===== src/rtl/copper_sync_ctrl.sv =====
// Copper sync-link round-trip controller: runs nround reset/transmit/receive
// exchanges and accumulates round-trip time statistics in dspclk cycles.
module copper_sync_ctrl #(
  parameter int RSTCYC  = 4,
  parameter int TOWIDTH = 24
) (
  input  logic               clk,
  input  logic               reset,
  input  logic               start,
  input  logic               abort,
  input  logic [7:0]         nround,
  input  logic [TOWIDTH-1:0] timeout,
  input  logic               tx_stb,
  input  logic               rx_stb,
  input  logic [63:0]        tx_clkcnt,
  input  logic [63:0]        rx_clkcnt,
  output logic               tx_en,
  output logic               tx_rst,
  output logic               busy,
  output logic               done,
  output logic               err_timeout,
  output logic               err_abort,
  output logic [7:0]         round_cnt,
  output logic [31:0]        rtt_last,
  output logic [31:0]        rtt_min,
  output logic [31:0]        rtt_max,
  output logic [39:0]        rtt_acc
);

  localparam int RCW = (RSTCYC > 1) ? $clog2(RSTCYC) : 1;

  typedef enum logic [2:0] {IDLE, RST, TX, WAITRX, ACC, FIN} state_t;

  state_t             state_reg;
  logic [RCW-1:0]     rst_cnt_reg;
  logic [TOWIDTH-1:0] wait_cnt_reg;
  logic [63:0]        tx_ts_reg;
  logic [63:0]        rx_ts_reg;
  logic [7:0]         nround_reg;

  logic [31:0] rtt_next;
  logic [7:0]  round_next;

  // Only the low 32 bits of the difference matter, so counter wrap is harmless.
  assign rtt_next   = 32'(rx_ts_reg - tx_ts_reg);
  assign round_next = round_cnt + 8'd1;
  assign busy       = (state_reg != IDLE);

  always_ff @(posedge clk) begin
    if (reset) begin
      state_reg    <= IDLE;
      rst_cnt_reg  <= '0;
      wait_cnt_reg <= '0;
      tx_ts_reg    <= '0;
      rx_ts_reg    <= '0;
      nround_reg   <= 8'd1;
      tx_en        <= 1'b0;
      tx_rst       <= 1'b0;
      done         <= 1'b0;
      err_timeout  <= 1'b0;
      err_abort    <= 1'b0;
      round_cnt    <= '0;
      rtt_last     <= '0;
      rtt_min      <= 32'hFFFF_FFFF;
      rtt_max      <= '0;
      rtt_acc      <= '0;
    end else if (abort && (state_reg != IDLE)) begin
      state_reg <= IDLE;
      tx_en     <= 1'b0;
      tx_rst    <= 1'b0;
      done      <= 1'b0;
      err_abort <= 1'b1;
    end else begin
      case (state_reg)
        IDLE: begin
          done <= 1'b0;
          if (start && !abort) begin
            state_reg   <= RST;
            rst_cnt_reg <= '0;
            tx_rst      <= 1'b1;
            nround_reg  <= (nround == 8'd0) ? 8'd1 : nround;
            round_cnt   <= '0;
            rtt_acc     <= '0;
            rtt_max     <= '0;
            rtt_min     <= 32'hFFFF_FFFF;
            err_timeout <= 1'b0;
            err_abort   <= 1'b0;
          end
        end
        RST: begin
          if (rst_cnt_reg == RCW'(RSTCYC - 1)) begin
            state_reg <= TX;
            tx_rst    <= 1'b0;
            tx_en     <= 1'b1;
          end else begin
            rst_cnt_reg <= rst_cnt_reg + 1'b1;
          end
        end
        TX: begin
          if (tx_stb) begin
            tx_ts_reg    <= tx_clkcnt;
            wait_cnt_reg <= '0;
            tx_en        <= 1'b0;
            state_reg    <= WAITRX;
          end
        end
        WAITRX: begin
          // A reply on the expiry cycle still counts as a reply.
          if (rx_stb) begin
            rx_ts_reg <= rx_clkcnt;
            state_reg <= ACC;
          end else if (wait_cnt_reg == timeout) begin
            err_timeout <= 1'b1;
            done        <= 1'b1;
            state_reg   <= FIN;
          end else begin
            wait_cnt_reg <= wait_cnt_reg + 1'b1;
          end
        end
        ACC: begin
          rtt_last  <= rtt_next;
          rtt_acc   <= rtt_acc + {8'd0, rtt_next};
          round_cnt <= round_next;
          if (rtt_next < rtt_min) rtt_min <= rtt_next;
          if (rtt_next > rtt_max) rtt_max <= rtt_next;
          if (round_next == nround_reg) begin
            done      <= 1'b1;
            state_reg <= FIN;
          end else begin
            rst_cnt_reg <= '0;
            tx_rst      <= 1'b1;
            state_reg   <= RST;
          end
        end
        FIN: begin
          done      <= 1'b0;
          state_reg <= IDLE;
        end
        default: begin
          state_reg <= IDLE;
          tx_en     <= 1'b0;
          tx_rst    <= 1'b0;
          done      <= 1'b0;
        end
      endcase
    end
  end

endmodule


===== config.mk =====
export PLATFORM = sky130hd
export DESIGN_NAME = copper_sync_ctrl
export DESIGN_NICKNAME = d
export VERILOG_FILES = /design/src/rtl/copper_sync_ctrl.sv
export SDC_FILE = /design/constraint.sdc
export NUM_CORES = 1
export LEC_CHECK = 0
export BUFFER_PORTS_ARGS = -buffer_cell sky130_fd_sc_hd__buf_4
export CORE_ASPECT_RATIO = 0.7
export CORE_MARGIN = 3
export CORE_UTILIZATION = 56
export DETAILED_ROUTE_END_ITERATION = 7
export MAX_ROUTING_LAYER = met4
export PLACE_DENSITY_LB_ADDON = 0.3
export SETUP_SLACK_MARGIN = 0.05
export SYNTH_ARGS = -nofsm -noshare
export SYNTH_HDL_FRONTEND = slang
export SYNTH_SLANG_ARGS = --single-unit

===== constraint.sdc =====
create_clock -name clk -period 6.2 [get_ports clk]
set_input_delay 0 -clock clk [delete_from_list [all_inputs] [get_ports clk]]
set_output_delay 0 -clock clk [all_outputs]
set_load 0.02 [all_outputs]

==> impl_results.md <==
* Status: completed
* Setup TNS at 0 ns
* Die Ht at 142 um
* Max reg flops at 40
* Post-Synth Simple-Gate Area at a little over a fifth
* Reg2reg start: rx_ts_reg[0]$_SDFFE_PP0P_
* Area grow syn2layout at 26.2%
* Vias in the first global route at between 10000 and 15000
* VDD IR-drop max at about 0.18 mV
* Main synth FF type: dfxtp_1
* Finished Core Util at between 70% and 80%
* CTS buffer count at 26
* Crit path DAT at 6.22 ns
* PwrDens at approximately 180 mW/mm2
* Post-Syn Area at ~0.015 mm2
* DR vias/cell at slightly below 6
* Startpoint types: register
* RSZ-0062 raised after global routing: false
* Class of the worst hold path: input pin to register
* Post-Route Skew at roughly 0.017 ns
* Setup crit start: rx_ts_reg[0]$_SDFFE_PP0P_
* Largest family of logic cells by synthesized area: compound AO/OA/AOI/OAI gates
* Net Sw Frac at between 20 and 25%
* Initial antenna violation count at 0
* Synth Area in Compound Gates at around a fifth
* Crit-path cells: inv_1, ha_1, fa_1, nor2b_1, o211ai_1, a2111oi_1, nor3_1, a211oi_1, o21ai_1, nand2_1, nand4_1, buf_4, ha_1, nand4_1, nor4_1, o31ai_1, a31oi_2, buf_4, mux2_1, nor2_1
* Leak pwr at approximately 8.4 nW
* Largest net degree at the start of global routing at approximately 80
* Cell taking the most area after synthesis: dfxtp_1
* Fmax achieved at around 170 MHz
* Yosys reg bits at 250
* Placed cell areas at about 0.017 mm2
* Share of layout cells above drive strength 1 at 15.2%
* Mean post-synth cell area at between 7 and 8 um2
* Fin crit share at between 90 and 100%
* Filler cells at 1963
* Post-Synth Adder-Cell Area at 11.6%
* Slowest CP cell: a31oi_2
* Worst-path fanout max at 29
* Post-synth EDFFs at 0
* Placer Congestion at approximately 0.93
* Top reg by flops: rtt_acc
* Power share of the combinational group at under 10%
* CTS tree: built
* Die width at 200 um
* Slew HR at just under 40%
* CTS sink cnt at 250
* Dpl hpwl at roughly 33000 um
* Grt total ovfl at 0
* Power Total at roughly 3.3 mW
* Max-cap viol count at 0
* GR Util All Layers at about a third
* Ys async rst share at 0%
* Root Driver: clkbuf_16
* I/O Pins at ~320
* Final period demand of the worst path at about 5.7 ns
* Final instance area at about 0.019 mm2
* CP required at 6.69 ns
* First drt pass iteration count at 6
* Cells taking the most area after synthesis: dfxtp_1, ha_1, nand2_1, a21oi_1, xnor2_1
* First-pass GRT wire length at roughly 73000 um
* Sequential fraction of the synthesis area at approximately a third
* Final-report max-slew violation count at 0
* Final Hold Viols at 0
* Routed vias at about 15000
* Final WL at about 46000 um
* Clk buf depth at 3
* Core ar. at 0.0252 mm2
* Sw power at around 760 uW
* Num rows at 48
* Mux contribution to synthesized area at less than 1%
* Clock share of power at 46.2%
* Worst skew pair latency at ~0.56 ns
* Number of port buffers at ~250
* Worst Tran Pin Value at around 0.9 ns
* Routed WL per cell at ~18 um
* Worst-path clk slew at about 0.070 ns
* Max stage delay on crit path at 0.59 ns
* Antenna-violating nets left at 0
* Syn Nets at 2195
* Hold Startpoint: timeout[14]
* # setup viols final at 0
* Crit path kind: register to register
* Seq pwr share at 48.3%
* H-tree Lvls at 1
* Drc violations at 0
* DR iter-0 viols at around 1300
* Final nets at 2500
* Synthesis warning total at 0
* Post-synth top area share at around a third
* Post-CTS setup buffers at 0
* Ant diodes at 0
* XOR/XNOR Fraction of Synth Area at under 10%
* Kind of end point of the critical path: register
* Starting Density at 58.4%
* Count of cell types in the netlist at between 70 and 80
* Mapped Cells at approximately 1900
* Int Pwr at roughly 2.6 mW
* Die area at approximately 0.028 mm2
## kinds of logic after synthesis
kind of cell	count (synthesis)
buffers and inverters	208
adder cells (fa/ha/maj)	135
AND/OR/NAND/NOR	683
multiplexers	11
AO/OA/AOI/OAI	499
XOR/XNOR	108
flip-flops	250
## cell usage in the layout, fill, tap and decap left out, types with 30 or more instances in the layout
cell / count
ha_1: 133
nor2_1: 155
nor3_1: 46
xor2_1: 38
xnor2_1: 70
nand4_1: 38
dfxtp_1: 250
o21ai_0: 57
a21o_1: 44
o21ai_1: 30
or3_1: 32
dlygate4sd3_1: 79
inv_1: 120
nand2_1: 301
buf_4: 285
a21oi_1: 215
## final cells by class
type | instances | area [um2] | area share, %
Multi-Input combinational cell | 1436 | 8960 | 48.2
Sequential cell | 250 | 5000 | 26.9
Timing Repair Buffer | 364 | 2930 | 15.8
Clock buffer | 42 | 761 | 4.10
Inverter | 121 | 454 | 2.44
Tap cell | 325 | 407 | 2.19
Clock inverter | 5 | 63.8 | 0.344
## critical path: cells and delay by family (launching register included)
kind | cells | cell delay, ns
multiplexers | 1 | 0.37
AND/OR/NAND/NOR | 7 | 1.33
adder cells (fa/ha/maj) | 3 | 0.89
AO/OA/AOI/OAI | 6 | 2.09
buffers and inverters | 3 | 0.65
flip-flops | 1 | 0.33
## stage by stage
step | setup slack [ns] | instances | hold slack, ns
global route | 0.0690 | 2543 | 0.0460
global placement | 0.781 | 2417 | 0.248
floorplan | 1.60 | 1894 | 0.136
CTS | 0.632 | 2543 | 0.00596
detailed placement | 0.698 | 2417 | 0.255
finish | 0.468 | 2543 | 0.0294
## final timing paths
kind	endpoint	slack (ns)	cells after the start
min reg2reg	tx_ts_reg[2]$_SDFFE_PP0P_	0.46	2
max reg2reg	rtt_max[6]$_SDFFE_PP0P_	0.47	20
max	rtt_max[6]$_SDFFE_PP0P_	0.47	20
min	done$_SDFFE_PP0P_	0.03	8
## routing by layer
layer	vias to the layer above	share of wire, %	track usage [%]
li1	7213	-	-
met1	6969	45	44.6
met2	675	44	49.8
met3	106	8.5	5.67
met4	0	3.4	9.69
met5	-	0	-
## power groups by stage
stage / sequential (mW) / combinational (mW) / clock, mW
detailed placement: 1.65 / 0.140 / 0
global placement: 1.65 / 0.137 / 0
finish: 1.61 / 0.185 / 1.54
CTS: 1.61 / 0.180 / 1.56
floorplan: 1.65 / 0.0629 / 0
global route: 1.61 / 0.197 / 1.62
## what timing repair did
action,CTS,global route
hold buffers,79,0
gates resized for setup,0,0
endpoints found under the hold margin,104,0
## synthesized netlist by cell type, types with 16 or more instances
master	instances
a22oi_1	22
nand4_1	38
xor2_1	38
o21ai_0	57
or3_1	32
nor3_1	46
o21a_1	16
o21ai_1	30
ha_1	133
a21o_1	44
nor2_1	157
xnor2_1	70
clkbuf_1	79
dfxtp_1	250
inv_1	120
nand3_1	26
a21oi_1	215
nand2_1	302
and3_1	17
Power figures use the tool's default switching activity.
